### config.mk
export PLATFORM = sky130hd
export DESIGN_NAME = dds_multi_updater
export DESIGN_NICKNAME = d
export VERILOG_FILES = /design/src/rtl/dds_pkg.sv /design/src/rtl/dds_init_rom.sv /design/src/rtl/dds_multi_updater.sv
export SDC_FILE = /design/constraint.sdc
export NUM_CORES = 1
export LEC_CHECK = 0
export BUFFER_PORTS_ARGS = -buffer_cell sky130_fd_sc_hd__buf_2
export CAP_MARGIN = 0
export CORE_MARGIN = 2
export CORE_UTILIZATION = 40
export CTS_CLUSTER_DIAMETER = 60
export DETAILED_ROUTE_END_ITERATION = 8
export GPL_TIMING_DRIVEN = 1
export HOLD_SLACK_MARGIN = 0.06
export PLACE_DENSITY = 0.68
export SETUP_SLACK_MARGIN = 0.5
export SLEW_MARGIN = 25
export SYNTH_ARGS = -nofsm -noshare
export SYNTH_HDL_FRONTEND = slang
export SYNTH_SLANG_ARGS = --single-unit
### constraint.sdc
create_clock -name CLOCK_10M -period 3.4 [get_ports CLOCK_10M]
set_input_delay 0.68 -clock CLOCK_10M [delete_from_list [all_inputs] [get_ports CLOCK_10M]]
set_output_delay 0.68 -clock CLOCK_10M [all_outputs]
set_load 0.02 [all_outputs]
### src/rtl/dds_pkg.sv
// Shared types and constants for the multi-channel DDS register sequencer:
// FSM state encoding, AD9911-class register addresses and the default
// register image written to every device after master reset.
package dds_pkg;

  // Sequencer states; encoding is fixed so DBG_STATE values stay stable.
  typedef enum logic [3:0] {
    ST_HOLD     = 4'd0,
    ST_STAB     = 4'd1,
    ST_I_LOAD   = 4'd2,
    ST_I_WAIT   = 4'd3,
    ST_I_STROBE = 4'd4,
    ST_READY    = 4'd5,
    ST_U_WAIT   = 4'd6,
    ST_U_STROBE = 4'd7,
    ST_U_DONE   = 4'd8
  } dds_state_t;

  // Device register addresses.
  localparam logic [7:0] ADDR_CSR   = 8'd0;
  localparam logic [7:0] ADDR_FR1   = 8'd1;
  localparam logic [7:0] ADDR_FR2   = 8'd2;
  localparam logic [7:0] ADDR_CFR   = 8'd3;
  localparam logic [7:0] ADDR_CTW0  = 8'd4;
  localparam logic [7:0] ADDR_CPOW0 = 8'd5;
  localparam logic [7:0] ADDR_ACR   = 8'd6;
  localparam logic [7:0] ADDR_LSR   = 8'd7;
  localparam logic [7:0] ADDR_RDW   = 8'd8;
  localparam logic [7:0] ADDR_FDW   = 8'd9;
  localparam logic [7:0] ADDR_CTW1  = 8'd10;

  // Default init image; word i is written to address i.
  localparam int IMAGE_LEN = 11;
  localparam logic [31:0] INIT_IMAGE [0:IMAGE_LEN-1] = '{
    32'h0000_0020,
    32'h00B3_0400,
    32'h0000_0000,
    32'h00C0_0300,
    32'd17895698,
    32'h0000_0000,
    32'h0001_DFFF,
    32'h0000_0000,
    32'h0000_0000,
    32'h0000_0000,
    32'h8000_0000
  };

endpackage

### src/rtl/dds_init_rom.sv
// Combinational init-image lookup: register index -> image word.
// Indices past the default image (when NREG > 11) read as zero.
module dds_init_rom #(
  parameter int NREG = 11,
  parameter int DW   = 32,
  parameter int IW   = 4
) (
  input  logic [IW-1:0] idx,
  output logic [DW-1:0] word
);
  import dds_pkg::*;

  // Select the image word for the requested index.
  always_comb begin
    word = '0;
    for (int i = 0; i < NREG; i++) begin
      if (i < IMAGE_LEN && int'(idx) == i) word = DW'(INIT_IMAGE[i]);
    end
  end

endmodule

### src/rtl/dds_multi_updater.sv
// Multi-channel DDS register sequencer. After INITI rises it releases the
// devices from master reset, waits for them to settle, writes the init
// image to every channel, then serves masked frequency-word updates.
// Optional BUSY watchdog: define DDS_TIMEOUT_EN.
//
// Handshakes: UPDATE is sampled only in READY; the requester holds off
// further requests until the one-cycle UPDATED pulse. Toward the writers a
// TR pulse is issued only after BUSY is low on every targeted channel, and
// ADDR/DATA are held stable from the load cycle through the strobe cycle.
module dds_multi_updater #(
  parameter int NCH        = 2,
  parameter int NREG       = 11,
  parameter int DW         = 32,
  parameter int CTW_ADDR   = 4,
  parameter int INIT_DELAY = 2048,
  parameter logic [NCH*DW-1:0] BASE_FREQW = {32'd0, 32'd370440929},
  parameter int TIMEOUT    = 4096
) (
  input  logic              CLOCK_10M,
  input  logic              RESET_N,
  input  logic              INITI,
  output logic              INITIED,
  input  logic [DW-1:0]     FREQW,
  input  logic [NCH-1:0]    CH_MASK,
  input  logic              UPDATE,
  output logic              UPDATED,
  output logic              ERR,
  output logic [NCH-1:0]    DDS_TR,
  output logic [NCH*8-1:0]  DDS_ADDR,
  output logic [NCH*DW-1:0] DDS_DATA,
  output logic [NCH-1:0]    DDS_MRSET,
  input  logic [NCH-1:0]    DDS_BUSY,
  output logic [3:0]        DBG_STATE
);
  import dds_pkg::*;

  localparam int IW = $clog2(NREG + 1);
  localparam int CW = $clog2(INIT_DELAY + 2);

  dds_state_t        state;
  logic [IW-1:0]     idx;
  logic [IW-1:0]     load_idx;
  logic [CW-1:0]     dcnt;
  logic [NCH-1:0]    mask;
  logic [NCH*8-1:0]  addr_q;
  logic [NCH*DW-1:0] data_q;
  logic [DW-1:0]     rom_word;
  logic              initied_q;
  logic              busy_init;
  logic              busy_upd;
  logic              timeout;

  // The strobe state loads the next word, so look one index ahead there.
  assign load_idx  = (state == ST_I_STROBE) ? idx + IW'(1) : idx;
  assign busy_init = |DDS_BUSY;
  assign busy_upd  = |(DDS_BUSY & mask);

  dds_init_rom #(.NREG(NREG), .DW(DW), .IW(IW)) u_rom (
    .idx  (load_idx),
    .word (rom_word)
  );

`ifdef DDS_TIMEOUT_EN
  localparam int TW = $clog2(TIMEOUT + 1);
  logic [TW-1:0] wcnt;
  logic          waiting;
  logic          wait_busy;
  logic          err_q;

  assign waiting   = (state == ST_I_WAIT) || (state == ST_U_WAIT);
  assign wait_busy = (state == ST_I_WAIT) ? busy_init : busy_upd;
  assign timeout   = waiting && wait_busy && (wcnt == TW'(TIMEOUT - 1));

  // Count consecutive stalled wait cycles; cleared whenever the wait ends.
  always_ff @(posedge CLOCK_10M or negedge RESET_N) begin
    if (!RESET_N) wcnt <= '0;
    else if (!INITI || !waiting || !wait_busy || timeout) wcnt <= '0;
    else wcnt <= wcnt + TW'(1);
  end

  // Sticky watchdog flag, cleared only by reset or by dropping INITI.
  always_ff @(posedge CLOCK_10M or negedge RESET_N) begin
    if (!RESET_N) err_q <= 1'b0;
    else if (!INITI) err_q <= 1'b0;
    else if (timeout) err_q <= 1'b1;
  end

  assign ERR = err_q;
`else
  assign timeout = 1'b0;
  assign ERR     = 1'b0;
`endif

  // Main sequencer: init image load followed by update service.
  always_ff @(posedge CLOCK_10M or negedge RESET_N) begin
    if (!RESET_N) begin
      state     <= ST_HOLD;
      idx       <= '0;
      dcnt      <= '0;
      mask      <= '0;
      addr_q    <= '0;
      data_q    <= '0;
      initied_q <= 1'b0;
    end else if (!INITI) begin
      state     <= ST_HOLD;
      idx       <= '0;
      dcnt      <= '0;
      mask      <= '0;
      initied_q <= 1'b0;
    end else begin
      case (state)
        ST_HOLD: begin
          idx   <= '0;
          dcnt  <= '0;
          state <= ST_STAB;
        end
        ST_STAB: begin
          if (dcnt > CW'(INIT_DELAY)) begin
            state <= ST_I_LOAD;
            for (int k = 0; k < NCH; k++) begin
              addr_q[k*8 +: 8]   <= 8'(load_idx);
              data_q[k*DW +: DW] <= rom_word;
            end
          end else begin
            dcnt <= dcnt + CW'(1);
          end
        end
        ST_I_LOAD: state <= ST_I_WAIT;
        ST_I_WAIT: begin
          if (timeout) state <= ST_HOLD;
          else if (!busy_init) state <= ST_I_STROBE;
        end
        ST_I_STROBE: begin
          if (idx == IW'(NREG - 1)) begin
            state     <= ST_READY;
            initied_q <= 1'b1;
          end else begin
            idx   <= load_idx;
            state <= ST_I_LOAD;
            for (int k = 0; k < NCH; k++) begin
              addr_q[k*8 +: 8]   <= 8'(load_idx);
              data_q[k*DW +: DW] <= rom_word;
            end
          end
        end
        ST_READY: begin
          if (UPDATE) begin
            mask <= CH_MASK;
            for (int k = 0; k < NCH; k++) begin
              if (CH_MASK[k]) begin
                addr_q[k*8 +: 8]   <= 8'(CTW_ADDR);
                data_q[k*DW +: DW] <= BASE_FREQW[k*DW +: DW] + FREQW;
              end
            end
            state <= (CH_MASK == '0) ? ST_U_DONE : ST_U_WAIT;
          end
        end
        ST_U_WAIT: begin
          if (timeout) state <= ST_U_DONE;
          else if (!busy_upd) state <= ST_U_STROBE;
        end
        ST_U_STROBE: state <= ST_U_DONE;
        ST_U_DONE:   state <= ST_READY;
        default:     state <= ST_HOLD;
      endcase
    end
  end

  // Strobes, master reset and done pulse decode directly from the state.
  always_comb begin
    DDS_TR = '0;
    if (state == ST_I_STROBE) DDS_TR = '1;
    else if (state == ST_U_STROBE) DDS_TR = mask;
  end

  assign DDS_MRSET = (state == ST_HOLD) ? '1 : '0;
  assign UPDATED   = (state == ST_U_DONE);
  assign INITIED   = initied_q;
  assign DDS_ADDR  = addr_q;
  assign DDS_DATA  = data_q;
  assign DBG_STATE = state;

endmodule

==> results_dict.tcl, run 1 <==
set metrics [dict create \
    diodes 0 \
    post_drt_wl_per_cell_um 17.53 \
    synth_cells 643 \
    skew_ps 7.136 \
    synth-seq-area-share_pct 43.12 \
    fin_cells 930 \
    crit_cells 8 \
    design.core.area_um2 13350 \
    clockRootBuffer "clkbuf_16" \
    cts_tree "yes" \
    ys.warnings.count 0 \
    max_freq_mhz 357.2 \
    rsz0062_at_grt "yes" \
    drive_above_1_share_pct 24.14 \
    via_count 5234 \
    routabilityCongestion 0.9164 \
    p_per_area_nw_per_um2 712.0 \
    die_w_um 121.4 \
    drtIter0Drc 497 \
    final_net_count 795 \
    cp_slowest_stage_delay_ps 570 \
    setup_viol 0 \
    multi_input_area_um2 2922 \
    fin_crit_sh_pct 82.33 \
    slew-limit-headroom_pct 46.34 \
    synth-edff-count 0 \
    synth_area_um2 5513 \
    cts_sinks 95 \
    place_inst 910 \
    cp_top_family "simple AND/OR/NAND/NOR gates" \
    die_h_um 121.4 \
    worst-path-max-fanout 13 \
    ys_seq_elements 95 \
    cap_violations 0 \
    grt_max_degree 51 \
    clkTransAtPathRegs_ps 70 \
    synth_ff_type "dfrtp_1" \
    rows 42 \
    fill_cells 1272 \
    drc_errors 0 \
    clk_latency_ps 350 \
    vias_per_cell 5.628 \
    place_ws_ps 313.6 \
    fin_crit_ps 2799 \
    final-hold-violation-count 0 \
    grt_pass1_vias 4967 \
    area_delta_synth_final_pct 20.38 \
    regArea_um2 2384 \
    ir_worst_vdd_v 0.0003244 \
    critical_path_class "register to register" \
    power_leakage_uw 0.003009 \
    syn_avg_cell_area_um2 8.574 \
    rrSetupSlack_ps 600 \
    rr_worst_depth 8 \
    worst_slack_ps 600.8 \
    cp-end-kind "register" \
    overflow 0 \
    reg2reg_from "DBG_STATE[0]$_DFFE_PN0P_" \
    cts_buffer_depth 2 \
    grtUsageTotal_pct 22.57 \
    status "complete, no violations" \
    boundaryPins 131 \
    fp.dieArea_um2 14740 \
    final_max_slew_viol_count 0 \
    cp_data_required_time_ps 3680 \
    critPathArrivalTime_ps 3080 \
    hold_class "input port to async pin" \
    routed_wl_mm 16.31 \
    grt_pass1_wl_mm 26.23 \
    worstSetupStartpointType "register" \
    initial_utilization_pct 41.30 \
    ant_nets 0 \
    finalSetupTns_ps 0 \
    async_flop_share_pct 100.0 \
    crit_path_cell_trace "or4b_4 -> inv_8 -> ha_2 -> buf_6 -> or4_4 -> a2111oi_4 -> a21oi_1 -> o21ai_1" \
    htreeDepth 3 \
    startpoint "DBG_STATE[0]$_DFFE_PN0P_" \
    endpoint "DDS_DATA[42]$_DFFE_PN0P_" \
    path_buf_inv 2 \
    critPathSlowestCell "or4b_4" \
    antenna_found_initial 0 \
    cts-buffers-inserted 9 \
    hpwl_mm 11.61 \
    dr.pass1.iters 5 \
    worst_pin_slew_ps 799.2 \
    port_buffers 121 \
    synth.distinct_cells 64 \
    timing.rr.end "DDS_DATA[42]$_DFFE_PN0P_" \
]
## area by class of cell
type / count / area share, %
timing repair buffer: 142 / 11.78
clock buffer: 11 / 3.658
tap: 176 / 3.318
sequential: 95 / 35.92
inverter: 10 / 0.6976
clock inverter: 5 / 0.6033
multi-input combinational: 491 / 44.02
## metal layers
layer	GRT usage [%]	wire (um)	up-vias	part of all wire, %
met3	3.994	1145	32	7.0
li1	-	-	2491	-
met5	0	0	-	0
met1	32.07	7284	2490	45
met2	34.55	7501	221	46
met4	8.118	376	0	2.3
## synthesized netlist by cell type (all sizes together), types with 7 or more instances
| cell | count | area share [%] |
|---|---|---|
| dfrtp | 95 | 43 |
| nand2 | 94 | 6.4 |
| nor2 | 59 | 4.0 |
| a21oi | 46 | 4.2 |
| o21ai | 43 | 3.9 |
| clkbuf | 37 | 2.5 |
| nand3 | 24 | 2.2 |
| a31oi | 21 | 2.4 |
| xnor2 | 21 | 3.3 |
| buf | 18 | 2.1 |
| xor2 | 17 | 2.7 |
| nand4 | 12 | 1.4 |
| nor4 | 12 | 1.5 |
| o211ai | 10 | 1.4 |
| inv | 9 | 0.61 |
| nor2b | 8 | 0.91 |
| nor3 | 7 | 0.64 |
| or4 | 7 | 1.0 |
## cell usage in the layout, fill, tap and decap left out, types with 6 or more instances in the layout
cell type	count
o21ai_0	27
o211ai_1	10
inv_1	8
o21a_1	6
a21oi_1	46
nor2_1	58
o21ai_1	16
and3_1	6
nor3_1	7
buf_4	20
clkbuf_16	9
conb_1	9
nor2b_1	8
or4_1	6
nand3_1	24
nand2_1	94
xnor2_1	21
nor4_1	9
dfrtp_1	90
a21boi_0	6
nand4_1	12
xor2_1	17
buf_2	120
a31oi_1	21
## logic make-up after synthesis
logic type,Yosys count,share of synthesized area [%]
simple gates,259,22.90
compound gates,173,20.02
flops,95,43.12
buf+inv,65,5.311
xor+xnor,38,6.037
fa+ha+maj,6,1.362
mux,6,1.180
other cells,1,0.06802
## worst min path at each step
stage / start / to
2_1_floorplan: RESET_N / DBG_STATE[0]$_DFFE_PN0P_
3_3_place_gp: DDS_DATA[59]$_DFFE_PN0P_ / DDS_DATA[59]$_DFFE_PN0P_
6_report: RESET_N / INITIED$_DFFE_PN0P_
3_5_place_dp: DDS_DATA[45]$_DFFE_PN0P_ / DDS_DATA[45]$_DFFE_PN0P_
5_1_grt: RESET_N / idx[0]$_DFFE_PN0P_
4_1_cts: RESET_N / INITIED$_DFFE_PN0P_
## state kept, by name, summed over array words and instances (netlist names)
register and flops:
idx 4, mask 2, dcnt 12, DDS_DATA 64, INITIED 1, DDS_ADDR 8, DBG_STATE 4
## stage by stage
stage	power, uW	hold slack (ps)	area, um^2	util [%]
floorplan	3014	384.4	5550	-
global placement	3681	444.6	6290	47.12
detailed placement	3713	453.8	6290	47.12
CTS	4721	363.2	6593	49.39
global route	5030	385.2	6636	49.72
finish	4725	335.5	6636	49.72
## where the power goes
| part | leakage (uW) | internal, uW | switching (uW) |
|---|---|---|---|
| clock network | 0.000129 | 522 | 464 |
| registers | 0.00125 | 1410 | 175 |
| logic | 0.00163 | 745 | 1410 |
| total | 0.00301 | 2680 | 2050 |
## timing repair
item,in CTS,in global routing
setup endpoints to repair,28,28
resized for setup,3,9
hold buffers,0,0
pin swaps,1,2
setup buffers,2,2
No activity file was read; power rests on OpenSTA's default activity.
==> run 2, diff against run 1 <==
--- a/config.mk
+++ b/config.mk
@@ -5,6 +5,7 @@
 export SDC_FILE = /design/constraint.sdc
 export NUM_CORES = 1
 export LEC_CHECK = 0
+export ABC_AREA = 1
 export BUFFER_PORTS_ARGS = -buffer_cell sky130_fd_sc_hd__buf_2
 export CAP_MARGIN = 0
 export CORE_MARGIN = 2
@@ -13,7 +14,7 @@
 export DETAILED_ROUTE_END_ITERATION = 8
 export GPL_TIMING_DRIVEN = 1
 export HOLD_SLACK_MARGIN = 0.06
-export PLACE_DENSITY = 0.68
+export PLACE_DENSITY = 0.7
 export SETUP_SLACK_MARGIN = 0.5
 export SLEW_MARGIN = 25
 export SYNTH_ARGS = -nofsm -noshare
==> constraint.sdc (replaced) <==
create_clock -name CLOCK_10M -period 2.3 [get_ports CLOCK_10M]
set_input_delay 0.46 -clock CLOCK_10M [delete_from_list [all_inputs] [get_ports CLOCK_10M]]
set_output_delay 0.46 -clock CLOCK_10M [all_outputs]
set_load 0.02 [all_outputs]
==> results_dict.tcl, run 2 <==
set metrics [dict create \
    status "complete, no violations" \
    fin_crit_sh_pct 88.73 \
    fin_cells 1222 \
    crit_path_cell_trace "inv_4 -> nand2_4 -> nor2_4 -> ha_4 -> inv_4 -> a21oi_4 -> nand3_4 -> nor2_4 -> nand2_4 -> nand2_2 -> inv_2 -> a21boi_1" \
    cts_buffer_depth 2 \
    layout_common_cells "225 x nand2_1, 117 x buf_2, 90 x dfrtp_1" \
    overflow 0 \
    worst-path-max-fanout 6 \
    rr_worst_depth 12 \
    synth_cells 847 \
    place_ws_ps 148.1 \
    cp_slowest_stage_delay_ps 480 \
    initial_utilization_pct 41.14 \
    netSwitchingFraction_pct 41.19 \
    port_buffers 121 \
    power_frac_seq_pct 31.7 \
    grt_pass1_vias 6164 \
    drtIter0Drc 588 \
    grtUsageTotal_pct 24.90 \
    async_flop_share_pct 100.0 \
    ant_nets 0 \
    htreeDepth 3 \
    routed_wl_mm 21.32 \
    design.core.area_um2 14590 \
    reg2reg_from "DBG_STATE[3]$_DFFE_PN0P_" \
    crit_cells 12 \
    fill_cells 1266 \
    hold_class "input port to async pin" \
    yosysMostFrequentCell "nand2_1" \
    cap_violations 0 \
    startpoint "DBG_STATE[3]$_DFFE_PN0P_" \
    worst_pin_slew_ps 550.1 \
    cts-buffers-inserted 9 \
    vias_per_cell 5.459 \
    clockRootBuffer "clkbuf_16" \
    synth-seq-area-share_pct 39.61 \
    clk_latency_ps 360 \
    netlist.area_leader.share_pct 39.61 \
    hpwl_mm 13.98 \
    routabilityCongestion 1.012 \
    cp_top_family "simple AND/OR/NAND/NOR gates" \
    clkPwrFrac_pct 20.3 \
    cts_sinks 95 \
    drive_above_1_share_pct 30.76 \
    power_leakage_uw 0.004218 \
    largest_reg_flops 64 \
    drc_errors 0 \
    yosys.area.top_type "dfrtp_1" \
    synth_area_um2 6002 \
    fp.dieArea_um2 16000 \
    synth.distinct_cells 49 \
    finalSetupTns_ps 0 \
    synth-edff-count 0 \
    critPathSlowestCell "dfrtp_2" \
    cts_tree "yes" \
    ys.warnings.count 0 \
    combPwrFrac_pct 48.1 \
    cp_data_required_time_ps 2580 \
    p_switching_uw 3191 \
    rsz0062_at_grt "yes" \
    via_count 6671 \
    skew_ps 7.990 \
    final_max_slew_viol_count 0 \
    final_net_count 1079 \
    grt_pass1_wl_mm 31.71 \
    syn_avg_cell_area_um2 7.086 \
    path_buf_inv 3 \
    critPathArrivalTime_ps 2320 \
    area_delta_synth_final_pct 36.65 \
    p_per_area_nw_per_um2 944.6 \
    max_freq_mhz 490.0 \
    ir_worst_vdd_v 0.0005108 \
    clkTransAtPathRegs_ps 70 \
    dr.pass1.iters 7 \
    boundaryPins 131 \
    synth_ff_type "dfrtp_1" \
    die_w_um 126.5 \
    slew-limit-headroom_pct 63.33 \
    synth.area.top_cells "dfrtp_1 40%, nand2_1 15%, nand3_1 6.3%" \
    antenna_found_initial 1 \
    worst_slack_ps 259.1 \
    fin_crit_ps 2041 \
    post_drt_wl_per_cell_um 17.45 \
    rows 44 \
    place_inst 1145 \
    setup_viol 0 \
    regArea_um2 2384 \
    multi_input_area_um2 3422 \
    die_h_um 126.5 \
    grt_max_degree 43 \
    mostFrequentLayoutCell "nand2_1" \
    final-hold-violation-count 0 \
    worstSetupStartpointType "register" \
    critical_path_class "register to register" \
    synthTopCellsByCount "241 x nand2_1, 95 x dfrtp_1, 92 x inv_1, 82 x nor2_1, 75 x nand3_1" \
    ys_seq_elements 95 \
    p_int_uw 4556 \
    cp-end-kind "register" \
]
[run 2: changes by cell type in the layout (fill, tap and decap cells not counted), sizes merged, moves of 9 or more]
| cell | before | now |
|---|---|---|
| inv | 11 | 98 |
| xnor2 | 21 | 0 |
| nand3 | 24 | 79 |
| xor2 | 17 | 5 |
| a2bb2oi | 0 | 11 |
| o211ai | 10 | 1 |
| nor4 | 12 | 2 |
| nor2 | 59 | 88 |
| nand2 | 94 | 250 |
| buf | 142 | 197 |
| o21ai | 43 | 57 |
| a31oi | 21 | 2 |
[run 2: cell type report]
class | count | area share, %
repair buffers | 199 | 17.83
flip-flops and latches | 95 | 29.06
diodes | 1 | 0.03051
clock inverters | 4 | 0.5492
inverters | 100 | 4.912
well taps | 184 | 2.807
multi-input cells | 628 | 41.72
clock buffers | 11 | 3.082
[run 2: path summary, 6_finish.rpt]
check	end	slack, ps
max	DDS_DATA[15]$_DFFE_PN0P_	260
min	dcnt[7]$_DFFE_PN0P_	80
max reg2reg	DDS_DATA[15]$_DFFE_PN0P_	260
min reg2reg	DDS_ADDR[8]$_DFFE_PN0P_	480
max in group asynchronous	DDS_DATA[63]$_DFFE_PN0P_	1580
min in group CLOCK_10M	DDS_DATA[0]$_DFFE_PN0P_	370
[run 2: logic make-up after synthesis]
logic type	synth area share, %
other	0.06248
AND/OR/NAND/NOR	33.21
AO/OA/AOI/OAI	15.30
buffers and inverters	9.840
adder cells (fa/ha/maj)	1.251
flip-flops	39.61
XOR/XNOR	0.7296
[run 2: power groups by stage]
stage / Combinational [uW] / Clock [uW] / Sequential [uW]
2_1_floorplan: 1370 / 0 / 2960
3_3_place_gp: 2810 / 0 / 2480
3_5_place_dp: 2860 / 0 / 2480
4_1_cts: 3330 / 1580 / 2450
5_1_grt: 3990 / 1650 / 2500
6_report: 3720 / 1570 / 2450
[run 2: timing repair]
item                                    4_1_cts  5_1_grt
gates resized for setup                      72       52
hold buffers                                  0        0
endpoints found under the setup margin       80       94
pin swaps                                    17       12
cloned                                        2        3
buffers inserted                             37       19
[run 2: metal layers]
layer  share of wire, %  global-route usage [%]  up-vias
met3                7.9                   5.525       70
met1                 43                   35.01     3127
met4                3.8                   11.70        0
li1                   -                       -     3121
met2                 45                   36.49      353
met5                  0                       0        -
[run 2: per-stage QoR]
step | util [%] | hold slack, ps | instance area, um^2 | power (uW)
finish | 56.22 | 80.50 | 8202 | 7747
global placement | 47.15 | 460.9 | 6879 | 5293
floorplan | - | 164.4 | 6076 | 4333
CTS | 53.28 | 111.9 | 7774 | 7360
detailed placement | 47.15 | 459.7 | 6879 | 5334
global route | 56.20 | 127.2 | 8199 | 8131
==> run 3, diff against run 2 <==
--- a/config.mk
+++ b/config.mk
@@ -9,12 +9,12 @@
 export BUFFER_PORTS_ARGS = -buffer_cell sky130_fd_sc_hd__buf_2
 export CAP_MARGIN = 0
 export CORE_MARGIN = 2
-export CORE_UTILIZATION = 40
+export CORE_UTILIZATION = 50
 export CTS_CLUSTER_DIAMETER = 60
 export DETAILED_ROUTE_END_ITERATION = 8
 export GPL_TIMING_DRIVEN = 1
 export HOLD_SLACK_MARGIN = 0.06
-export PLACE_DENSITY = 0.7
+export PLACE_DENSITY = 0.83
 export SETUP_SLACK_MARGIN = 0.5
 export SLEW_MARGIN = 25
 export SYNTH_ARGS = -nofsm -noshare
==> results_dict.tcl, run 3 (synthesis results as in run 2) <==
set metrics [dict create \
    status "complete, no violations" \
    drc_errors 0 \
    via_count 7307 \
    initial_utilization_pct 50.60 \
    clkTransAtPathRegs_ps 70 \
    cp-end-kind "register" \
    cts_buffer_depth 2 \
    clockRootBuffer "clkbuf_16" \
    layout_common_cells "204 x nand2_1, 116 x buf_2, 91 x dfrtp_1" \
    design.core.area_um2 11860 \
    final_net_count 1097 \
    drive_above_1_share_pct 36.65 \
    grtUsageTotal_pct 30.34 \
    routed_wl_mm 23.96 \
    clk_latency_ps 350 \
    grt_pass1_wl_mm 31.17 \
    critPathArrivalTime_ps 2460 \
    final-hold-violation-count 0 \
    mostFrequentLayoutCell "nand2_1" \
    worstSetupStartpointType "register" \
    skew_ps 5.752 \
    critical_path_class "register to register" \
    cts-buffers-inserted 9 \
    grt_max_degree 44 \
    vias_per_cell 6.074 \
    die_w_um 113.6 \
    fin_crit_ps 2183 \
    boundaryPins 131 \
    cts_tree "yes" \
    rsz0062_at_grt "yes" \
    rows 40 \
    dr.pass1.iters 7 \
    antenna_found_initial 0 \
    port_buffers 121 \
    max_freq_mhz 458.0 \
    final_max_slew_viol_count 0 \
    drtIter0Drc 1082 \
    worst-path-max-fanout 6 \
    fp.dieArea_um2 12900 \
    cts_sinks 95 \
    overflow 0 \
    grt_pass1_vias 6173 \
    setup_viol 0 \
    p_per_area_nw_per_um2 923.0 \
    ant_nets 0 \
    routabilityCongestion 1.010 \
    worst_slack_ps 116.7 \
    area_delta_synth_final_pct 45.45 \
    power_leakage_uw 0.004388 \
    place_ws_ps 203.4 \
    worst_hold_slack_ps 390.7 \
    htreeDepth 3 \
    finalSetupTns_ps 0 \
    post_drt_wl_per_cell_um 19.92 \
    die_h_um 113.6 \
    cap_violations 0 \
    hold_class "input port to register" \
    hpwl_mm 13.31 \
    ir_worst_vdd_v 0.0008379 \
    fin_crit_sh_pct 94.93 \
    cp_data_required_time_ps 2570 \
    largest_reg_flops 64 \
    diodes 0 \
]
==> run 3: cell type report <==
| cell class | instances | area, um^2 |
|---|---|---|
| Multi-Input combinational cell | 627 | 3774 |
| Fill cell | 777 | 3132 |
| Sequential cell | 95 | 2382 |
| Timing Repair Buffer | 218 | 1683 |
| Inverter | 100 | 422.9 |
| Clock buffer | 11 | 242.7 |
| Tap cell | 147 | 183.9 |
| Clock inverter | 5 | 41.29 |
==> run 3: path summary, 6_finish.rpt <==
check / endpoint / cells after the start / startpoint / slack (ps)
min: DDS_DATA[0]$_DFFE_PN0P_ / 2 / FREQW[0] / 390
max reg2reg: DDS_DATA[15]$_DFFE_PN0P_ / 11 / DBG_STATE[3]$_DFFE_PN0P_ / 120
min in group asynchronous: INITIED$_DFFE_PN0P_ / 2 / RESET_N / 560
max in group asynchronous: idx[1]$_DFFE_PN0P_ / 3 / RESET_N / 980
max: DDS_DATA[15]$_DFFE_PN0P_ / 11 / DBG_STATE[3]$_DFFE_PN0P_ / 120
min reg2reg: DDS_ADDR[8]$_DFFE_PN0P_ / 2 / DDS_ADDR[8]$_DFFE_PN0P_ / 480
==> run 3: metal layers <==
metal  part of all wire (%)  global-route usage [%]
met2                     44                   47.94
met1                     38                   42.36
met4                    7.4                   10.73
met3                     11                   5.260
met5                      0                       0
==> run 3: per-stage QoR <==
| step | area (um^2) | util, % | std cells | power, uW |
|---|---|---|---|---|
| after CTS | 7864 | 66.30 | 1160 | 7284 |
| after floorplan | 6076 | - | 855 | 4333 |
| after detailed placement | 6810 | 57.42 | 1105 | 5263 |
| final | 8730 | 73.60 | 1203 | 8058 |
| after global routing | 8730 | 73.60 | 1203 | 8376 |
| after global placement | 6810 | 57.42 | 1105 | 5221 |
==> run 3: what timing repair did <==
item / CTS / global route
pin swaps: 28 / 43
buffers inserted: 31 / 40
cloned: 7 / 3
endpoints found under the hold margin: 20 / 0
endpoints found under the setup margin: 80 / 96
hold buffers: 1 / 0
gates resized for setup: 109 / 127
==> run 3: where the power goes <==
group / switching [uW] / internal, uW / leakage (uW)
clock network: 681 / 772 / 0.000132
registers: 361 / 2130 / 0.00123
logic: 2430 / 1680 / 0.00303
total: 3470 / 4590 / 0.00439
==> run 3: critical path, cell delays in order (launching register included) <==
cell	delay (ps)
dfrtp_2	480
buf_12	160
nor2_8	210
nand3b_1	130
buf_6	160
a21oi_4	210
nand3_4	150
nor2_4	250
nand2_4	130
nand2_2	80
inv_2	40
a21boi_1	110
